$ cat src/rtl/dummy_unit_stub_slave.sv
// Terminates NUM_CH master interfaces with a per-channel scratch-register slave.
// Each channel has programmable response latency and flags illegal accesses.
`timescale 1ns/1ps
module dummy_unit_stub_slave #(
  parameter int NUM_CH  = 3,
  parameter int AW      = 4,
  parameter int DW      = 8,
  parameter int DEPTH   = 16,
  parameter int LATENCY = 2
) (
  input  logic                 clock,
  input  logic                 reset,
  input  logic [NUM_CH*AW-1:0] dummy_master_ifc_address,
  input  logic [NUM_CH*DW-1:0] dummy_master_ifc_write_data,
  input  logic [NUM_CH-1:0]    dummy_master_ifc_read,
  input  logic [NUM_CH-1:0]    dummy_master_ifc_write,
  output logic [NUM_CH*DW-1:0] dummy_master_ifc_read_data,
  output logic [NUM_CH-1:0]    dummy_master_ifc_ready,
  output logic [NUM_CH-1:0]    dummy_master_ifc_error,
  output logic [NUM_CH*2-1:0]  dbg_state
);

  // Handshake: a request (read|write) is sampled only in IDLE. The master holds it
  // until it sees the one-cycle ready pulse; ready is visible in the cycle after the
  // FSM leaves RESP, so a request still high at the end of that cycle starts a new one.
  typedef enum logic [1:0] {
    S_IDLE = 2'd0,
    S_WAIT = 2'd1,
    S_RESP = 2'd2
  } state_e;

  localparam logic [AW:0] DEPTH_W = (AW+1)'(DEPTH);
  localparam logic [3:0]  LAT_W   = 4'(LATENCY);

  for (genvar c = 0; c < NUM_CH; c++) begin : g_ch
    state_e          state_q;
    logic [3:0]      cnt_q;
    logic [AW-1:0]   addr_q;
    logic [DW-1:0]   wdata_q;
    logic            rd_q;
    logic            wr_q;
    logic            ready_q;
    logic            error_q;
    logic [DW-1:0]   rdata_q;
    logic [DW-1:0]   mem_q [2**AW];
    logic            bad;

    // Entries at or above DEPTH are never written, so they stay constant zero.
    assign bad = ({1'b0, addr_q} >= DEPTH_W) || (rd_q && wr_q);

    always_ff @(posedge clock or posedge reset) begin
      if (reset) begin
        state_q <= S_IDLE;
        cnt_q   <= '0;
        addr_q  <= '0;
        wdata_q <= '0;
        rd_q    <= 1'b0;
        wr_q    <= 1'b0;
        ready_q <= 1'b0;
        error_q <= 1'b0;
        rdata_q <= '0;
        for (int i = 0; i < 2**AW; i++) mem_q[i] <= '0;
      end else begin
        ready_q <= 1'b0;
        error_q <= 1'b0;
        rdata_q <= '0;
        case (state_q)
          S_IDLE: begin
            if (dummy_master_ifc_read[c] || dummy_master_ifc_write[c]) begin
              addr_q  <= dummy_master_ifc_address[c*AW +: AW];
              wdata_q <= dummy_master_ifc_write_data[c*DW +: DW];
              rd_q    <= dummy_master_ifc_read[c];
              wr_q    <= dummy_master_ifc_write[c];
              cnt_q   <= LAT_W;
              state_q <= (LATENCY > 0) ? S_WAIT : S_RESP;
            end
          end
          S_WAIT: begin
            cnt_q <= cnt_q - 4'd1;
            if (cnt_q == 4'd1) state_q <= S_RESP;
          end
          S_RESP: begin
            ready_q <= 1'b1;
            error_q <= bad;
            if (!bad) begin
              if (wr_q) mem_q[addr_q] <= wdata_q;
              else      rdata_q       <= mem_q[addr_q];
            end
            state_q <= S_IDLE;
          end
          default: state_q <= S_IDLE;
        endcase
      end
    end

    assign dummy_master_ifc_ready[c]              = ready_q;
    assign dummy_master_ifc_error[c]              = error_q;
    assign dummy_master_ifc_read_data[c*DW +: DW] = rdata_q;
    assign dbg_state[c*2 +: 2]                    = state_q;
  end

endmodule

$ cat config.mk
export PLATFORM = sky130hd
export DESIGN_NAME = dummy_unit_stub_slave
export DESIGN_NICKNAME = d
export VERILOG_FILES = /design/src/rtl/dummy_unit_stub_slave.sv
export SDC_FILE = /design/constraint.sdc
export NUM_CORES = 1
export LEC_CHECK = 0
export BUFFER_PORTS_ARGS = -buffer_cell sky130_fd_sc_hd__buf_2
export CORE_ASPECT_RATIO = 0.7
export CORE_MARGIN = 2
export CORE_UTILIZATION = 48
export DETAILED_ROUTE_END_ITERATION = 16
export PLACE_DENSITY = 0.74
export SLEW_MARGIN = 20
export SYNTH_ARGS = -nofsm -noshare
export SYNTH_HDL_FRONTEND = slang
export SYNTH_SLANG_ARGS = --single-unit
$ cat constraint.sdc
create_clock -name clock -period 27.7 [get_ports clock]
set_input_delay 5.54 -clock clock [delete_from_list [all_inputs] [get_ports clock]]
set_output_delay 5.54 -clock clock [all_outputs]
set_load 0.05 [all_outputs]
### Word level (Yosys, flattened, before mapping)

Cells that the tools add are included.
W data, S select, Z words.

* shift operators: 0
* bitwise gates (word level): 6
* order comparisons: 6
* $add $sub $neg: 3
* reductions and logical operators: 27
* equality and inequality tests: 15
* multipliers: 0
* div/mod/pow operators: 0
* mux-type cells: 48

Operators by type and width (number)
* $bwmux W128: 3
* $mux W8: 18
* $bmux W8 S4: 3
* $demux W8 S4: 3
* $pmux W4 S2: 3
* $reduce_and A2 Y1: 9
* $ge A5 B5 Y1 const B: 3
* $lt A5 B1 Y1 const B: 3
* $not A4 Y5: 3
* $eq A4 B1 Y1 const B: 3
* $mux W2: 6
* $mux W4: 3
* $ne A2 B2 Y1 const B: 6
* $pmux W2 S2: 3
* $sub A4 B1 Y4 const B: 3
* $reduce_and A3 Y1: 3
* $eq A2 B1 Y1 const B: 3
* $eq A2 B2 Y1 const B: 3
* $logic_and A1 B1 Y1: 6
* $logic_not A2 Y1: 3
* $mux W1: 6
* $reduce_bool A2 Y1: 3
* $logic_or A1 B1 Y1: 3
* $not A1 Y1: 3

* output and inout bits: 36
* ROM bits: 0
* memories kept: 0
* bits in latches: 0
* RAM bits: 0
* register bits: 474

### Depth between registers and ports, before layout

Gate-level depths: netlist (run 1).

* depth after elaboration: 7
* mapped depth: 7

### Worst setup path after synthesis (run 1)

No wires, ideal clock.

* kind: input to register
* from: input port dummy_master_ifc_write[1]
* to: register g_ch[1].state_q[0]
* buffers on the path: 1
* slack: 21.277 ns
* arrival: 6.280 ns
* data required time: 27.557 ns
* cell stages on the path: 3
* cell sequence: o21ai_1 > clkbuf_1 > o21ai_0

* word-level cells in the longest chain between the ends: 3

Ends and longest elaborated chain
* start, declared: RTL line 16 `input logic [NUM_CH-1:0] dummy_master_ifc_write,`
* $logic_or A1 B1 Y1: RTL line 69 `if (dummy_master_ifc_read[c] || dummy_master_ifc_write[c]) begin`
* $ne A2 B2 Y1 (no source line)
* $reduce_and A2 Y1 (no source line)
* end signal, assigned: RTL line 75 `state_q <= (LATENCY > 0) ? S_WAIT : S_RESP;`
* end, declared: RTL line 36 `state_e state_q;`

Every way passes these cells.
A chain may end at the register's enable or synchronous reset.

==> results of run 1 <==
## area by class of cell
type                            instances  area (sq um)
Inverter                               12          52.6
Clock inverter                         10           106
Timing Repair Buffer                   92           529
Clock buffer                           69          1330
Tap cell                              552           691
Sequential cell                       474         11900
Multi-Input combinational cell        860          8520
Fill cell                            3344         19400
## routing by layer
metal  vias up  global-route usage  routed length, microns  part of all wire
met4         0              0.0503                     812             0.018
met5         -                   0                       0                 0
met2       272               0.316                   20600              0.47
met3        56              0.0369                    2220             0.050
met1      6351               0.302                   20700              0.47
li1       5314                   -                       -                 -
## worst max-delay path by stage
stage           from                       endpoint  slack (ns)  depth (start not counted)
3_3_place_gp   reset  g_ch[0].addr_q[0]$_DFFE_PP0P_       19.31                          4
3_5_place_dp   reset  g_ch[0].addr_q[0]$_DFFE_PP0P_       19.24                          4
6_report       reset  g_ch[0].addr_q[0]$_DFFE_PP0P_       20.18                          5
4_1_cts        reset  g_ch[0].addr_q[0]$_DFFE_PP0P_       19.83                          4
2_1_floorplan  reset  g_ch[0].addr_q[0]$_DFFE_PP0P_        8.94                          1
5_1_grt        reset  g_ch[0].addr_q[0]$_DFFE_PP0P_       19.79                          5
## layout by cell type, fill, tap and decap left out, drive strengths merged, types with 2 or more instances in the layout
cell type  instances
xnor2              3
nand3             62
o21ai             29
nor3               5
nor4b              3
inv               13
dfrtp            474
nand4              8
mux4              94
a22oi             16
or3                3
nor2              21
clkbuf            69
and3               3
and2               2
nor3b              8
nor4               2
clkinv             7
nand2b            12
ha                 6
mux2             386
o21a               3
or4                3
mux2i             10
nand2            155
buf               92
nor2b             16
## registers in the layout (all words and copies together) (netlist names)
signal        count
g_ch.rd_q         3
g_ch.mem_q      384
g_ch.error_q      3
g_ch.cnt_q       12
g_ch.wdata_q     24
g_ch.state_q      6
g_ch.ready_q      3
g_ch.wr_q         3
g_ch.addr_q      12
g_ch.rdata_q     24
## power by group
group / total, mW / switching, mW / internal (mW)
Sequential: 0.909 / 0.144 / 0.765
Combinational: 0.364 / 0.212 / 0.151
Clock: 0.602 / 0.262 / 0.340
## cell families after synthesis
kind of cell | share of synthesized area
adders and majority gates | 0.00362
buffers and inverters | 0.0191
muxes | 0.316
xor gates and xnor gates | 0.00127
DFF | 0.571
and+or+nand+nor | 0.0737
AOI/OAI and AO/OA | 0.0146
## worst register-to-register path, stage by stage, from the launching register on
cell	delay, ns
dfrtp_1	0.65
nor4_1	0.91
nand3_1	0.59
mux2_2	0.45
==> results.cfg, run 1 <==
[timing]
fmax_ghz = 0.133
relSlewSlack = 0.306
setup_viol = 0
fin_crit_sh = 0.272
worst_pin_slew_ns = 1.04
fin_worst_skew_ns = 0.0245
hold_viol = 0
postLayoutSetupSlackWorst_ns = 20.18
tns_ns = 0
whs_ns = 0.492
slew_violations = 0
rsz0062_at_grt = no
layout_min_cycle_time_ns = 7.52

[power]
ir_drop_mv = 0.0515
power_density_mw_per_mm2 = 81.2
total_leakage_power_nw = 11.4
p_total_mw = 1.87

[synthesis]
yosys.area.top_type_share = 0.571
post-synth-top-count-cell = dfrtp_1
seq_area_frac_synth = 0.571
async_flop_share = 1.00
syn_inst = 1428
syn-cell-area_sq_mm = 0.0208
synth_warnings = 0
synth_ff_type = dfrtp_1
synth_edf_count = 0
yosys-top-cells-area = dfrtp_1, mux2_2, mux4_2, nand2_1, nand3_1
synth_common_cells = dfrtp_1, mux2_2, nand2_1
synth_cell_types = 44
synth_nets = 1478
avgSynthCellArea_sq_um = 14.5
yosys_register_bits = 474
synth_top_area_cell = dfrtp_1

[worst_setup_path]
critPathTopFamily = buffers and inverters
path_buf_inv = 5
endpoint_kind = async pin
reg2reg_slack_ns = 24.96
worstPathMaxFanout = 141
worstPathRequired_ns = 28.27
cp_cell_sequence = buf_2 > inv_8 > buf_12 > buf_16 > buf_6
rr_endpoint = g_ch[2].mem_q[69]$_DFFE_PP0P_
arrival_ns = 8.09
ff2ff_path_depth = 3
crit_path_top_delay_cell = inv_8
crit_type = in -> async
worstSetupStartpointType = input port
r2r_start = g_ch[2].addr_q[3]$_DFFE_PP0P_
slowest_delay_ns = 0.62

[placement]
dp.cells = 1989
hpwl_microns = 28300
portBuffers = 79
place_congestion = 0.804
place_ws_ns = 19.24
place_area_sq_mm = 0.0216

[final_layout]
fin_area_sq_mm = 0.0231
post-route-util = 0.543
drive_gt1_frac = 0.426
diodes = 0
fin_cells = 2069
syn_to_final_growth_pct = 11.2
fin_nets = 1535

[die]
initial_core_util = 0.489
die_area_sq_mm = 0.0450
core_sq_mm = 0.0425
die_h_microns = 178
die_width_microns = 253
fp-row-count = 63
io_pins = 80

[cts]
post_cts_resize_count = 0
clock_latency_ns = 0.57
cts_tree = yes
clockBufferDepth = 3
cts.clk_slew.worst_paths_ns = 0.06
postCtsSetupBuffers = 0
cts_sinks = 474
cts_hold_buf = 0
cts_buffers = 45
htreeDepth = 2
cts_root_buffer = clkbuf_16

[global_routing]
overflow = 0
grt_pass1_vias = 12400
grt_pass1_wl_microns = 71400
grtUsageTotal = 0.204
grt_max_degree = 193
antenna_found_initial = 0

[job]
cap_viol_max_count = 0

[outcome]
status = finished, final reports clean

[hold_path]
hold_end = g_ch[2].mem_q[30]$_DFFE_PP0P_
whs_path_depth = 1
worstHoldPathType = reg -> reg
hold_start = g_ch[2].mem_q[30]$_DFFE_PP0P_

[route]
drt-total-wl_microns = 44300
wl_per_cell_microns = 21.4
vias = 12000
vias_per_cell = 5.80
antenna_left = 0
dr.first_iter.drc_count = 724
first_pass_iters = 5
drc_errors = 0
No activity file was read; power rests on OpenSTA's default activity.
==> inputs of run 2 (changes only) <==
ABC_AREA = 1   (was not set)
clock period = 7 ns   (was 27.7 ns; I/O delays follow)
==> results.cfg, run 2 <==
[outcome]
status = finished, final reports clean

[worst_setup_path]
cp.depth = 6
cp_cell_sequence = buf_4 > inv_2 > buf_4 > nand4_1 > nand2_1 > o21ai_0
critPathTopFamily = buffers and inverters
endpoint_kind = register
worstPathRequired_ns = 7.40
path_buf_inv = 3
r2r_start = g_ch[0].addr_q[0]$_DFFE_PP0P_
worstSetupStartpoint = g_ch[0].addr_q[0]$_DFFE_PP0P_
crit_path_top_delay_cell = nand4_1
slowest_delay_ns = 0.60
worstSetupStartpointType = register
worstPathMaxFanout = 70
cp_common_cell = buf_4
arrival_ns = 3.41
endpoint = g_ch[0].mem_q[60]$_DFFE_PP0P_
crit_type = reg -> reg
reg2reg_slack_ns = 4.00
rr_endpoint = g_ch[0].mem_q[60]$_DFFE_PP0P_
ff2ff_path_depth = 6

[timing]
hold_viol = 0
worst_pin_slew_ns = 0.953
fmax_ghz = 0.333
relSlewSlack = 0.362
rsz0062_at_grt = no
tns_ns = 0
setup_viol = 0
fin_crit_sh = 0.429
fin_worst_skew_ns = 0.0257
postLayoutSetupSlackWorst_ns = 4.00
layout_min_cycle_time_ns = 3.00
slew_violations = 0

[power]
p_total_mw = 7.57
comb_power_share = 0.250
switching_power_mw = 2.80
power_density_mw_per_mm2 = 323
intPower_mw = 4.77
power_frac_clock = 0.333
swShare = 0.370
total_leakage_power_nw = 12.0
ir_drop_mv = 0.182
seqPwrFrac = 0.417

[global_routing]
grt_max_degree = 144
antenna_found_initial = 2
grtUsageTotal = 0.225
grt_pass1_vias = 16600
overflow = 0
grt_pass1_wl_microns = 85700

[synthesis]
synth_cell_types = 27
synth_nets = 2819
async_flop_share = 1.00
yosys_register_bits = 474
seq_area_frac_synth = 0.556
synth_ff_type = dfrtp_1
synth_warnings = 0
yosys.area.top_type_share = 0.556
yosys-top-cells-area = dfrtp_1, nand2_1, o21ai_0, buf_2, nor2_1
synth_edf_count = 0
post-synth-top-count-cell = nand2_1
synth_top_area_cell = dfrtp_1
syn_inst = 2769
synth_common_cells = nand2_1, dfrtp_1, o21ai_0
avgSynthCellArea_sq_um = 7.71
syn-cell-area_sq_mm = 0.0213

[placement]
portBuffers = 79
dp.cells = 3296
place_area_sq_mm = 0.0219
place_ws_ns = 3.69
place_congestion = 0.854
hpwl_microns = 31900

[final_layout]
drive_gt1_frac = 0.0694
fin_nets = 2800
final_common_cell = nand2_1
top_register = g_ch.mem_q
seqCellArea_sq_mm = 0.0119
final_cell_mix = nand2_1, dfrtp_1, o21ai_0
syn_to_final_growth_pct = 9.67
top_regs = g_ch.mem_q x384, g_ch.rdata_q x24, g_ch.wdata_q x24
fin_area_sq_mm = 0.0234
num-fill-cells = 4053
multi_input_area_sq_mm = 0.00848
largest_reg_flops = 384
fin_cells = 3377

[cts]
post_cts_resize_count = 0
cts_root_buffer = clkbuf_16
cts.clk_slew.worst_paths_ns = 0.06
htreeDepth = 2
cts_buffers = 46
postCtsSetupBuffers = 0
clockBufferDepth = 3
cts_hold_buf = 0
cts_sinks = 474
clock_latency_ns = 0.58
cts_tree = yes

[die]
die_area_sq_mm = 0.0462
fp-row-count = 64
die_width_microns = 256
io_pins = 80
initial_core_util = 0.487
core_sq_mm = 0.0438
die_h_microns = 180

[route]
drt-total-wl_microns = 51900
wl_per_cell_microns = 15.4
antenna_left = 0
dr.first_iter.drc_count = 1916
drc_errors = 0
first_pass_iters = 6
vias_per_cell = 5.28
vias = 17800

[job]
cap_viol_max_count = 0

[hold_path]
worstHoldPathType = reg -> reg
==> run 2: changes by cell type after synthesis, sizes merged, moves of 52 or more <==
cell,before,now
mux4,94,0
buf,31,95
mux2,386,0
nand3,62,6
inv,12,64
nand2,155,1514
nor2,21,85
o21ai,29,433
==> run 2: routing by layer <==
metal  GRT usage  part of all wire
met4      0.0655             0.022
met2       0.340              0.44
met5           0                 0
met3      0.0338             0.071
met1       0.338              0.46
==> run 2: worst min path at each step <==
stage,to,depth (start not counted),from,slack [ns]
6_report,g_ch[2].mem_q[23]$_DFFE_PP0P_,2,g_ch[2].mem_q[23]$_DFFE_PP0P_,0.48
5_1_grt,g_ch[1].mem_q[112]$_DFFE_PP0P_,2,g_ch[1].mem_q[112]$_DFFE_PP0P_,0.50
4_1_cts,g_ch[0].mem_q[24]$_DFFE_PP0P_,2,g_ch[0].mem_q[24]$_DFFE_PP0P_,0.49
3_5_place_dp,g_ch[1].mem_q[81]$_DFFE_PP0P_,2,g_ch[1].mem_q[81]$_DFFE_PP0P_,0.47
3_3_place_gp,g_ch[2].mem_q[28]$_DFFE_PP0P_,2,g_ch[2].mem_q[28]$_DFFE_PP0P_,0.47
2_1_floorplan,g_ch[0].cnt_q[3]$_DFFE_PP0P_,1,g_ch[0].cnt_q[3]$_DFFE_PP0P_,0.45
==> run 2: area by class of cell <==
| class | count | share of cell area |
|---|---|---|
| sequential | 474 | 0.507 |
| multi-input combinational | 2066 | 0.362 |
| clock buffer | 63 | 0.0557 |
| tap | 594 | 0.0317 |
| timing repair buffer | 94 | 0.0233 |
| inverter | 68 | 0.0111 |
| clock inverter | 16 | 0.00898 |
| antenna | 2 | 0.000214 |
==> run 2: kinds of logic (layout without fill, tap and decap cells) <==
| kind of cell | after synthesis | count (layout) | synth area share |
|---|---|---|---|
| AO/OA/AOI/OAI | 439 | 439 | 0.103 |
| XOR/XNOR | 1 | 1 | 0.000410 |
| adder cells (fa/ha/maj) | 6 | 6 | 0.00352 |
| buffers and inverters | 229 | 241 | 0.0472 |
| flip-flops | 474 | 474 | 0.556 |
| multiplexers | 1 | 1 | 0.000469 |
| other | 0 | 2 | 0 |
| AND/OR/NAND/NOR | 1619 | 1619 | 0.290 |
==> run 2: per-stage QoR <==
stage | hold WS [ns] | utilization
2_1_floorplan | 0.447 | -
3_3_place_gp | 0.465 | 0.500
3_5_place_dp | 0.473 | 0.500
4_1_cts | 0.488 | 0.534
5_1_grt | 0.499 | 0.534
6_report | 0.485 | 0.534
==> run 2: tightest hold or removal path: cells and delay by family, from the launching register on <==
kind             cells  cell delay (ns)
flip-flops           1             0.34
AO/OA/AOI/OAI        1             0.06
AND/OR/NAND/NOR      1             0.05
==> run 2: power by group through the flow <==
stage	Sequential, mW	Combinational (mW)	Clock (mW)
after floorplan	3.22	1.30	0
after global placement	3.19	1.83	0
after detailed placement	3.20	1.88	0
after CTS	3.16	1.89	2.57
after global routing	3.19	2.09	2.68
final	3.16	1.90	2.52
==> inputs of run 3 (changes only) <==
ABC_AREA = 0   (was 1)
PLACE_DENSITY = 0.77   (was 0.74)
clock period = 2.55 ns   (was 7 ns; I/O delays follow)
==> results.cfg, run 3 (synthesized netlist as in run 1, its figures left out) <==
[outcome]
status = finished, final reports clean

[final_layout]
drive_gt1_frac = 0.436
final_cell_mix = dfrtp_1, mux2_2, nand2_1
post-route-util = 0.551
diodes = 0
fin_area_sq_mm = 0.0234
fin_nets = 1559
num-fill-cells = 3339
syn_to_final_growth_pct = 12.8
largest_reg_flops = 384
top_register = g_ch.mem_q
final_common_cell = dfrtp_1
top_regs = g_ch.mem_q x384, g_ch.rdata_q x24, g_ch.wdata_q x24

[die]
io_pins = 80
core_sq_mm = 0.0425
die_h_microns = 178
die_area_sq_mm = 0.0450
fp-row-count = 63
initial_core_util = 0.489
die_width_microns = 253

[power]
ir_drop_mv = 0.857
total_leakage_power_nw = 11.5
power_density_mw_per_mm2 = 893
p_total_mw = 20.9

[cts]
clock_latency_ns = 0.57
cts_sinks = 474
post_cts_resize_count = 0
htreeDepth = 2
clockBufferDepth = 3
cts_tree = yes
cts_root_buffer = clkbuf_16
cts_buffers = 46
cts.clk_slew.worst_paths_ns = 0.07

[route]
first_pass_iters = 5
antenna_left = 0
dr.first_iter.drc_count = 831
wl_per_cell_microns = 21.2
vias = 12200
drc_errors = 0
vias_per_cell = 5.80
drt-total-wl_microns = 44400

[worst_setup_path]
worstPathRequired_ns = 2.98
worstSetupStartpointType = register
arrival_ns = 2.66
crit_type = reg -> reg
worstPathMaxFanout = 8
endpoint_kind = register

[timing]
fmax_ghz = 0.449
whs_ns = 0.130
worst_pin_slew_ns = 0.722
fin_crit_sh = 0.874
relSlewSlack = 0.519
hold_viol = 0
fin_worst_skew_ns = 0.0248
setup_viol = 0
slew_violations = 0
layout_min_cycle_time_ns = 2.23
rsz0062_at_grt = no
tns_ns = 0

[global_routing]
grt-busiest-layer = met2
overflow = 0
use_met3 = 0.0347
antenna_found_initial = 0
grt_pass1_vias = 12800
grt_use_met1 = 0.310
grt_max_degree = 86
grt_pass1_wl_microns = 72500
grtUsageTotal = 0.206
met2_usage = 0.317

[hold_path]
worstHoldPathType = in -> reg

[placement]
place_congestion = 0.836
place_area_sq_mm = 0.0219
portBuffers = 79
hpwl_microns = 29500

[job]
cap_viol_max_count = 0
run 3: cell count changes in the layout (fill, tap and decap cells not counted), sizes merged, moves of 20 or more:
cell,before,now
mux4,0,94
inv,66,15
mux2,0,386
nand3,6,62
o21ai,433,29
nor2,85,21
nand2,1514,155
buf,94,114
run 3: per-stage QoR:
stage,setup slack (ns),cells
4_1_cts,0.332,2095
2_1_floorplan,-4.38,1428
6_report,0.321,2095
3_3_place_gp,0.395,2012
5_1_grt,0.0931,2095
3_5_place_dp,0.350,2012
run 3: where the power goes:
part           internal [mW]  switching, mW  leakage [nW]  total, mW
Combinational           1.75           2.23          4.26       3.98
Clock                   3.98           2.99         0.739       6.97
Sequential              8.31           1.64          6.51       9.96
Total                   14.1           6.86          11.5       20.9
run 3: final timing paths:
check | from | endpoint | slack (ns) | cells after the start
worst max-delay path | g_ch[0].state_q[0]$_DFFE_PP0P_ | g_ch[0].mem_q[31]$_DFFE_PP0P_ | 0.32 | 4
min in group asynchronous | reset | g_ch[2].error_q$_DFF_PP0_ | 0.42 | 3
max in group asynchronous | reset | g_ch[0].mem_q[31]$_DFFE_PP0P_ | 1.18 | 5
worst min-delay path | dummy_master_ifc_write_data[15] | g_ch[1].wdata_q[7]$_DFFE_PP0P_ | 0.13 | 3
worst min register to register | g_ch[1].cnt_q[3]$_DFFE_PP0P_ | g_ch[1].cnt_q[3]$_DFFE_PP0P_ | 0.50 | 1
worst max register to register | g_ch[0].state_q[0]$_DFFE_PP0P_ | g_ch[0].mem_q[31]$_DFFE_PP0P_ | 0.32 | 4
run 3: area by class of cell:
type	count	area, sq um	share of cell area
well taps	552	691	0.0295
repair buffers	115	768	0.0328
inverters	12	48.8	0.00208
multi-input cells	860	8500	0.363
clock inverters	18	241	0.0103
clock buffers	64	1290	0.0551
flip-flops and latches	474	11900	0.507
run 3: critical path, stage by stage, from the launching register on:
cell	delay, ns
dfrtp_1	0.42
nand4bb_1	0.30
or3_1	0.49
nor2_2	0.50
mux2_2	0.40
run 3: per-layer routing:
| metal | share of wire | vias to the layer above |
|---|---|---|
| met5 | 0 | - |
| met4 | 0.015 | 0 |
| met3 | 0.048 | 59 |
| met2 | 0.47 | 260 |
| met1 | 0.47 | 6451 |
| li1 | - | 5381 |
run 3: repair_timing:
| item | 4_1_cts | 5_1_grt |
|---|---|---|
| hold endpoints to repair | 2 | 0 |
| buffers inserted | 0 | 0 |
| hold buffers | 1 | 0 |
